<file path="config.mk">
export PLATFORM = sky130hd
export DESIGN_NAME = multicycle_controller
export DESIGN_NICKNAME = d
export VERILOG_FILES = /design/src/rtl/mc_pkg.sv /design/src/rtl/mc_output_decode.sv /design/src/rtl/multicycle_controller.sv
export SDC_FILE = /design/constraint.sdc
export NUM_CORES = 1
export LEC_CHECK = 0
export BUFFER_PORTS_ARGS = -buffer_cell sky130_fd_sc_hd__buf_4
export CAP_MARGIN = 20
export CORE_MARGIN = 4
export CORE_UTILIZATION = 40
export CTS_CLUSTER_DIAMETER = 50
export DETAILED_ROUTE_END_ITERATION = 12
export GPL_TIMING_DRIVEN = 0
export PLACE_DENSITY = 0.78
export REMOVE_ABC_BUFFERS = 1
export SETUP_SLACK_MARGIN = 0.02
export SYNTH_ARGS = -nofsm -noshare
export SYNTH_HDL_FRONTEND = slang
export SYNTH_SLANG_ARGS = --single-unit
export TNS_END_PERCENT = 20
</file>
<file path="constraint.sdc">
create_clock -name clk -period 1.7 [get_ports clk]
set_clock_uncertainty 0.1 [all_clocks]
set_input_delay 0.17 -clock clk [delete_from_list [all_inputs] [get_ports clk]]
set_output_delay 0.17 -clock clk [all_outputs]
set_load 0.01 [all_outputs]
</file>
<file path="src/rtl/mc_pkg.sv">
// Shared constants and types for the multicycle MIPS-subset controller.
package mc_pkg;

  // Primary opcodes, IR[31:26]
  localparam logic [5:0] OP_RTYPE = 6'b000000;
  localparam logic [5:0] OP_LW    = 6'b100011;
  localparam logic [5:0] OP_SW    = 6'b101011;
  localparam logic [5:0] OP_BEQ   = 6'b000100;
  localparam logic [5:0] OP_ADDI  = 6'b001000;
  localparam logic [5:0] OP_J     = 6'b000010;

  // Controller states; encodings 12..15 are unreachable
  typedef enum logic [3:0] {
    S_FETCH  = 4'd0,
    S_DECODE = 4'd1,
    S_MEMADR = 4'd2,
    S_MEMRD  = 4'd3,
    S_MEMWB  = 4'd4,
    S_MEMWR  = 4'd5,
    S_EXEC   = 4'd6,
    S_ALUWB  = 4'd7,
    S_BRANCH = 4'd8,
    S_ADDIEX = 4'd9,
    S_ADDIWB = 4'd10,
    S_JUMP   = 4'd11
  } state_t;

  localparam logic [1:0] ALUOP_ADD   = 2'b00;
  localparam logic [1:0] ALUOP_SUB   = 2'b01;
  localparam logic [1:0] ALUOP_FUNCT = 2'b10;

  localparam logic [1:0] SRCB_B     = 2'b00;
  localparam logic [1:0] SRCB_FOUR  = 2'b01;
  localparam logic [1:0] SRCB_IMM   = 2'b10;
  localparam logic [1:0] SRCB_IMMSH = 2'b11;

  localparam logic [1:0] PCSRC_ALU    = 2'b00;
  localparam logic [1:0] PCSRC_ALUOUT = 2'b01;
  localparam logic [1:0] PCSRC_JUMP   = 2'b10;

  // Datapath control bundle produced by the output decoder
  typedef struct packed {
    logic       iord;
    logic       mem_write;
    logic       ir_write;
    logic       pc_en;
    logic [1:0] pc_src;
    logic       alu_src_a;
    logic [1:0] alu_src_b;
    logic [1:0] alu_op;
    logic       reg_dst;
    logic       mem_to_reg;
    logic       reg_write;
  } ctrl_t;

endpackage

</file>
<file path="src/rtl/mc_output_decode.sv">
// Moore output decoder: current state (plus MemReady/Zero qualifiers) -> controls.
module mc_output_decode
  import mc_pkg::*;
#(
  parameter int STATE_W = 4
) (
  input  logic [STATE_W-1:0] state_i,
  input  logic               mem_ready_i,
  input  logic               zero_i,
  output ctrl_t              ctrl_o
);

  logic pc_write;
  logic branch;

  // Per-state control decode; unknown encodings fall through to all-zero controls
  always_comb begin
    ctrl_o   = '0;
    pc_write = 1'b0;
    branch   = 1'b0;
    case (state_i)
      S_FETCH: begin
        ctrl_o.alu_src_b = SRCB_FOUR;
        ctrl_o.alu_op    = ALUOP_ADD;
        ctrl_o.pc_src    = PCSRC_ALU;
        ctrl_o.ir_write  = mem_ready_i;
        pc_write         = mem_ready_i;
      end
      S_DECODE: begin
        ctrl_o.alu_src_b = SRCB_IMMSH;
        ctrl_o.alu_op    = ALUOP_ADD;
      end
      S_MEMADR, S_ADDIEX: begin
        ctrl_o.alu_src_a = 1'b1;
        ctrl_o.alu_src_b = SRCB_IMM;
        ctrl_o.alu_op    = ALUOP_ADD;
      end
      S_MEMRD: ctrl_o.iord = 1'b1;
      S_MEMWB: begin
        ctrl_o.mem_to_reg = 1'b1;
        ctrl_o.reg_write  = 1'b1;
      end
      // Write strobe stays up until memory accepts it
      S_MEMWR: begin
        ctrl_o.iord      = 1'b1;
        ctrl_o.mem_write = 1'b1;
      end
      S_EXEC: begin
        ctrl_o.alu_src_a = 1'b1;
        ctrl_o.alu_src_b = SRCB_B;
        ctrl_o.alu_op    = ALUOP_FUNCT;
      end
      S_ALUWB: begin
        ctrl_o.reg_dst   = 1'b1;
        ctrl_o.reg_write = 1'b1;
      end
      S_BRANCH: begin
        ctrl_o.alu_src_a = 1'b1;
        ctrl_o.alu_src_b = SRCB_B;
        ctrl_o.alu_op    = ALUOP_SUB;
        ctrl_o.pc_src    = PCSRC_ALUOUT;
        branch           = 1'b1;
      end
      S_ADDIWB: ctrl_o.reg_write = 1'b1;
      S_JUMP: begin
        ctrl_o.pc_src = PCSRC_JUMP;
        pc_write      = 1'b1;
      end
      default: ctrl_o = '0;
    endcase
    ctrl_o.pc_en = pc_write | (branch & zero_i);
  end

endmodule

</file>
<file path="src/rtl/multicycle_controller.sv">
// Multicycle MIPS-subset controller: state register, next-state logic and reset masking.
module multicycle_controller
  import mc_pkg::*;
#(
  parameter int USE_MEM_READY = 1,
  parameter int STATE_W       = 4
) (
  input  logic               clk,
  input  logic               reset,
  input  logic [5:0]         Opcode,
  input  logic               Zero,
  input  logic               MemReady,
  output logic               IorD,
  output logic               MemWrite,
  output logic               IRWrite,
  output logic               PCEn,
  output logic [1:0]         PCSrc,
  output logic               ALUSrcA,
  output logic [1:0]         ALUSrcB,
  output logic [1:0]         ALUOp,
  output logic               RegDst,
  output logic               MemtoReg,
  output logic               RegWrite,
  output logic               IllegalOp,
  output logic [STATE_W-1:0] State
);

  state_t state_q, state_d;
  state_t dec_state;
  logic   mem_rdy;
  logic   illegal;
  ctrl_t  ctrl;

  assign mem_rdy = (USE_MEM_READY != 0) ? MemReady : 1'b1;

  // State register, synchronous reset back to instruction fetch
  always_ff @(posedge clk) begin
    if (reset) state_q <= S_FETCH;
    else       state_q <= state_d;
  end

  // Next-state sequencing; opcode only matters in DECODE and MEMADR
  always_comb begin
    state_d = S_FETCH;
    illegal = 1'b0;
    case (state_q)
      S_FETCH:  state_d = mem_rdy ? S_DECODE : S_FETCH;
      S_DECODE: begin
        case (Opcode)
          OP_LW, OP_SW: state_d = S_MEMADR;
          OP_RTYPE:     state_d = S_EXEC;
          OP_BEQ:       state_d = S_BRANCH;
          OP_ADDI:      state_d = S_ADDIEX;
          OP_J:         state_d = S_JUMP;
          default: begin
            state_d = S_FETCH;
            illegal = 1'b1;
          end
        endcase
      end
      S_MEMADR: state_d = (Opcode == OP_SW) ? S_MEMWR : S_MEMRD;
      S_MEMRD:  state_d = mem_rdy ? S_MEMWB : S_MEMRD;
      S_MEMWR:  state_d = mem_rdy ? S_FETCH : S_MEMWR;
      S_EXEC:   state_d = S_ALUWB;
      S_ADDIEX: state_d = S_ADDIWB;
      default:  state_d = S_FETCH;
    endcase
  end

  // During reset the selects show FETCH values; enables are masked below
  assign dec_state = reset ? S_FETCH : state_q;

  mc_output_decode #(.STATE_W(STATE_W)) u_dec (
    .state_i     (dec_state),
    .mem_ready_i (mem_rdy),
    .zero_i      (Zero),
    .ctrl_o      (ctrl)
  );

  assign IorD      = ctrl.iord;
  assign PCSrc     = ctrl.pc_src;
  assign ALUSrcA   = ctrl.alu_src_a;
  assign ALUSrcB   = ctrl.alu_src_b;
  assign ALUOp     = ctrl.alu_op;
  assign RegDst    = ctrl.reg_dst;
  assign MemtoReg  = ctrl.mem_to_reg;
  assign MemWrite  = ctrl.mem_write & ~reset;
  assign IRWrite   = ctrl.ir_write  & ~reset;
  assign PCEn      = ctrl.pc_en     & ~reset;
  assign RegWrite  = ctrl.reg_write & ~reset;
  assign IllegalOp = illegal        & ~reset;
  assign State     = state_q;

endmodule

</file>
# Yosys cells after proc, flatten, opt, wreduce, memory -nomap -nowiden
# Cells that the tools add are included.
[classes] n_bitwise=8 n_mux=20 n_eq_ne=22 reduce_logical=9
[ops] operator="$pmux 4 s5" n=2
[ops] operator="$pmux 4 s7" n=1
[ops] operator="$eq 4x3->1 const B" n=6
[ops] operator="$eq 4x4->1 const B" n=5
[ops] operator="$eq 4x2->1 const B" n=4
[ops] operator="$eq 6x6->1 const B" n=2
[ops] operator="$mux 1" n=11
[ops] operator="$mux 3" n=3
[ops] operator="$eq 4x1->1 const B" n=2
[ops] operator="$logic_not 4->1" n=2
[ops] operator="$and 1x1->1" n=6
[ops] operator="$eq 6x2->1 const B" n=1
[ops] operator="$eq 6x3->1 const B" n=1
[ops] operator="$eq 6x4->1 const B" n=1
[ops] operator="$logic_not 6->1" n=1
[ops] operator="$reduce_or 2->1" n=3
[ops] operator="$reduce_or 6->1" n=1
[ops] operator="$mux 4" n=1
[ops] operator="$pmux 2 s2" n=1
[ops] operator="$reduce_or 4->1" n=1
[ops] operator="$reduce_or 3->1" n=1
[ops] operator="$pmux 1 s2" n=1
[ops] operator="$not 1->1" n=1
[ops] operator="$or 1x1->1" n=1
[word_totals] input_bits=10 ff_bits=4 wordCells=60

# Depth between registers and ports, before layout
[depth] word_depth=6 ltp_mapped=5 mapped_depth_nobuf=4

# By module
# From an unflattened synthesis, not the netlist that was laid out.
[hier_totals] cells_unflattened=83 area_unflattened_um2=561.8
[modules_own_cells] mod="multicycle_controller" cells_each=55 seq_area_each_um2=80.1 instances=1 area_each_um2=391.6
[modules_own_cells] mod="mc_output_decode" cells_each=28 seq_area_each_um2=0.0 instances=1 area_each_um2=170.2

# Worst setup path after synthesis
# Ideal clock, no wire load.
[synth_path] path_kind="reg-to-output" startpoint="register state_q[0] (netlist: State[0])" endpoint="output PCEn" t_arrival_ns=1.273 required_time_ns=1.430 path_stages_with_launch=6 n_path_buf=1 slack_ns=0.157 cell_sequence="dfxtp_1 > buf_4 > nand2_1 > a21boi_1 > mux2_2 > nor3_2"
[synth_via] elab_chain_len=6 word_cells_on_any_way=9 cone_classes="2 x eq/ne; 3 x mux; 3 x bitwise; 1 x reduce/logical"
[synth_lines] element="from (decl)" line="multicycle_controller.sv:28" text="state_t state_q, state_d;"
[synth_lines] element="from (signal assigned)" line="multicycle_controller.sv:39" text="else state_q <= state_d;"
[synth_lines] element="$mux 4 *" line="multicycle_controller.sv:71" text="assign dec_state = reset ? S_FETCH : state_q;"
[synth_lines] element="$eq 4x4->1" line="mc_output_decode.sv:21" text="case (state_i)"
[synth_lines] element="$mux 1" line="mc_output_decode.sv:21"
[synth_lines] element="$and 1x1->1" line="mc_output_decode.sv:71" text="ctrl_o.pc_en = pc_write | (branch & zero_i);"
[synth_lines] element="$or 1x1->1 *" line="mc_output_decode.sv:71"
[synth_lines] element="$and 1x1->1 *" line="multicycle_controller.sv:89" text="assign PCEn = ctrl.pc_en & ~reset;"
[synth_lines] element="to (decl)" line="multicycle_controller.sv:16" text="output logic PCEn,"
# Every way passes the cells marked *; elsewhere a longest branch is shown, timed or not.

# Final worst setup path
[layout_path] startpoint="register state_q[1] (netlist: State[1])" endpoint="output IllegalOp"
[layout_via] elab_chain_len=3
[layout_lines] element="$eq 4x1->1" line="multicycle_controller.sv:46" text="case (state_q)"
[layout_lines] element="$mux 1" line="multicycle_controller.sv:46"
[layout_lines] element="$and 1x1->1" line="multicycle_controller.sv:91" text="assign IllegalOp = illegal & ~reset;"
[layout_lines] element="to (decl)" line="multicycle_controller.sv:24" text="output logic IllegalOp,"
# Every way passes these cells.

==> summary.md <==
| Metric | Value |
|---|---|
| XOR/XNOR Fraction of Synth Area | ~3.1% |
| Design area | 873 sq um |
| RR Endpoint | State[1] |
| Die area | 2060 sq um |
| Critical path's slowest cell | dfxtp_4 |
| Worst path most repeated cell | buf_4 |
| CTS Buf Count | 3 |
| Worst Setup End Kind | primary output |
| CTS tree | yes |
| Hold_sp | reset |
| Worst hold path depth | 2 |
| Worst hold path class | input port to register |
| Reg2Reg Depth | 7 |
| Hold slack | around 0.11 ns |
| Post-Syn Area | about 560 sq um |
| # nets final | between 100 and 150 |
| Compound-Gate Fraction of Synth Area | 24.7% |
| Critical Path Start Type | register |
| Routed vias/inst | about 5.7 |
| Area post-placement | ~750 sq um |
| DRC errors left | 0 |
| Reg-to-reg startpoint | State[0] |
| RSZ-0062 raised after global routing | true |
| Worst-path maximum fanout | 8 |
| Clock Pin Slew Worst Setup and Hold Paths | ~0.03 ns |
| Area Growth Syn to Fin | 56.5% |
| Core area | between 1000 and 1500 sq um |
| Share of the synthesized area in the top cell type | roughly 14% |
| Reg area | ~93 sq um |
| RD Place Congestion | about 0.74 |
| Max Fclk | between 500 and 600 MHz |
| Cells after DPL | roughly 120 |
| Fin util | about 67% |
| H-Tree Depth | 1 |
| Synth cell types | 34 |
| Antenna diodes | 0 |
| Synth warnings | 0 |
| Max cap viols | 0 |
| Critical Path Start | State[1] |
| Buffers & Inverters on Critical Path | 2 |
| DR iter-0 viols | 20 |
| Tcrit/Tclk final | between 90% and 100% |
| Worst vdd ir | 290 uV |
| Mapped Cells | 85 |
| Final Critical Period | between 1.5 and 2 ns |
| Setup Crit Path Kind | register to primary output |
| Number of global-route vias before repair | about 600 |
| Initial antenna violation count | 0 |
| CTS sink count | 4 |
| CP top delay family | simple AND/OR/NAND/NOR gates |
| Async SR Flop Fraction | 0% |
| Total grt overflow | 0 |
| Synth Area in Adders | 0% |
| Final ANT Viol Nets | 0 |
| First-pass GRT wire length | 2590 microns |
| Row cnt | 13 |
| Detailed Place HPWL | ~1300 microns |
| CTS Hold Bufs | 0 |
| Synth area leader | dfxtp_1 |
| Slowest stage delay, CP | approximately 0.38 ns |
| Status | completed |
| Clock root buffer | clkbuf_4 |
| Final WL | between 1500 and 2000 microns |
| Fraction of layout cells with a size suffix above 1 | roughly 47% |
| Data arrival, critical path | 1.42 ns |
| Non-Filler Instances | 133 |
| Slew @ Worst Pin | between 0.3 and 0.4 ns |
| Reg2Reg Setup Slack | about 0.25 ns |
| Top area cells in the synthesized netlist | dfxtp_1, nor2_1, a21oi_1 |
| Leak pwr | around 0.37 nW |
| Avg Cell Area, Syn | 6.57 sq um |
| Multi-input gate area | 457 sq um |
| PD cells | 376 nW/um^2 |
| Max-slew violations | 0 |
| Yosys reg bits | 4 |
| Worst skew pair latency | around 0.24 ns |
| Hold endpoint | State[3] |
| Fillers | roughly 110 |
| Drt pass-1 iters | 4 |
| Max reg flops | 4 |
| Clock Tree Buf Depth | 2 |
| Post-synthesis sequential area ratio | about 14% |
| WP data required | approximately 1.4 ns |
| Crit path cell chain | buf_4 -> nand2b_4 -> nor2_2 -> and4_1 -> buf_4 |
| Avg WL per Cell | ~14 microns |
| Main synth FF type | dfxtp_1 |
| Main combinational cell family by area after synthesis | simple AND/OR/NAND/NOR gates |
| Final setup fails | 0 |
| Rel. slew slack | around three quarters |
| Total number of vias | approximately 760 |
| Post-Synth Simple-Gate Area | 46.2% |
| Initial Util | 42.9% |
| Post-synth EDFFs | 0 |
| Port-buffer cells | 28 |
| Largest net degree at the start of global routing | 22 |
| IO Pins | 29 |
| Chip height | approximately 45 microns |
| GRT Total Usage | between 15 and 20% |
| Proportion of synthesized area in mux cells | between 3 and 4% |
| Chip width | around 45 microns |
| Hold Vio Cnt, Final | 0 |
## cell usage after synthesis (2+ instances only)
cell type and number:
dfxtp_1 4, buf_2 5, nand2b_1 3, nor3_1 5, nand2_1 7, o21ai_0 5
nor2_1 13, xor2_1 2, nand4_1 5, a21oi_1 9, nor4b_1 2, nor4_1 3
## stage by stage
| stage | setup TNS, ns | power, mW | worst slack [ns] |
|---|---|---|---|
| floorplan | 0 | 0.149 | 0.143 |
| global placement | -0.0326 | 0.195 | -0.0326 |
| detailed placement | -0.0510 | 0.197 | -0.0510 |
| CTS | 0 | 0.315 | 0.00975 |
| global route | -0.0577 | 0.352 | -0.0533 |
| finish | 0 | 0.328 | 0.0119 |
## cells by family (layout without fill, tap and decap cells)
family                    count (synthesis)  in the layout
muxes                                     2              2
xor gates and xnor gates                  2              2
buffers and inverters                     9             42
DFF                                       4              4
AOI/OAI and AO/OA                        22             22
and+or+nand+nor                          46             46
## worst max-delay path by stage
stage	end	slack [ns]	cells after the start
finish	IllegalOp	0.01	5
global route	IllegalOp	-0.05	5
CTS	PCEn	0.01	5
detailed placement	PCEn	-0.05	5
global placement	PCEn	-0.03	5
floorplan	PCEn	0.14	4
## layer usage
metal	up-vias	share of wire [%]	global-route usage, %
li1	380	-	-
met1	360	45	21.6
met2	18	49	27.4
met3	4	4.0	3.59
met4	0	2.0	5.85
met5	-	0	0
## report_power, final
group	switching (mW)	internal (mW)	leakage, nW
clock network	0.0378	0.0789	0.0138
registers	0.00746	0.0935	0.0352
logic	0.0545	0.0560	0.326
total	0.0997	0.228	0.375
## what timing repair did
action,4_1_cts,5_1_grt
endpoints found under the setup margin,13,3
buffers inserted,0,9
gates resized for setup,10,3
## cell usage in the layout (no fill, tap or decap), types with 2 or more instances in the layout
| cell type | n |
|---|---|
| buf_4 | 36 |
| nor2_1 | 11 |
| a21oi_1 | 9 |
| nand2_1 | 6 |
| nor3_1 | 5 |
| o21ai_0 | 5 |
| nand4_1 | 5 |
| dfxtp_4 | 3 |
| nor4_1 | 3 |
| nand2b_1 | 3 |
| clkbuf_4 | 3 |
| nor4b_1 | 2 |
| nand2b_4 | 2 |
| xor2_1 | 2 |
## area by class of cell
class                      count  share of cell area, %
clock buffer                   3                   2.58
inverter                       2                  0.860
multi-input combinational     72                   52.3
sequential                     4                   10.6
tap                           15                   2.15
timing repair buffer          37                   31.5
Note: power is estimated with default switching activity, not from simulation.
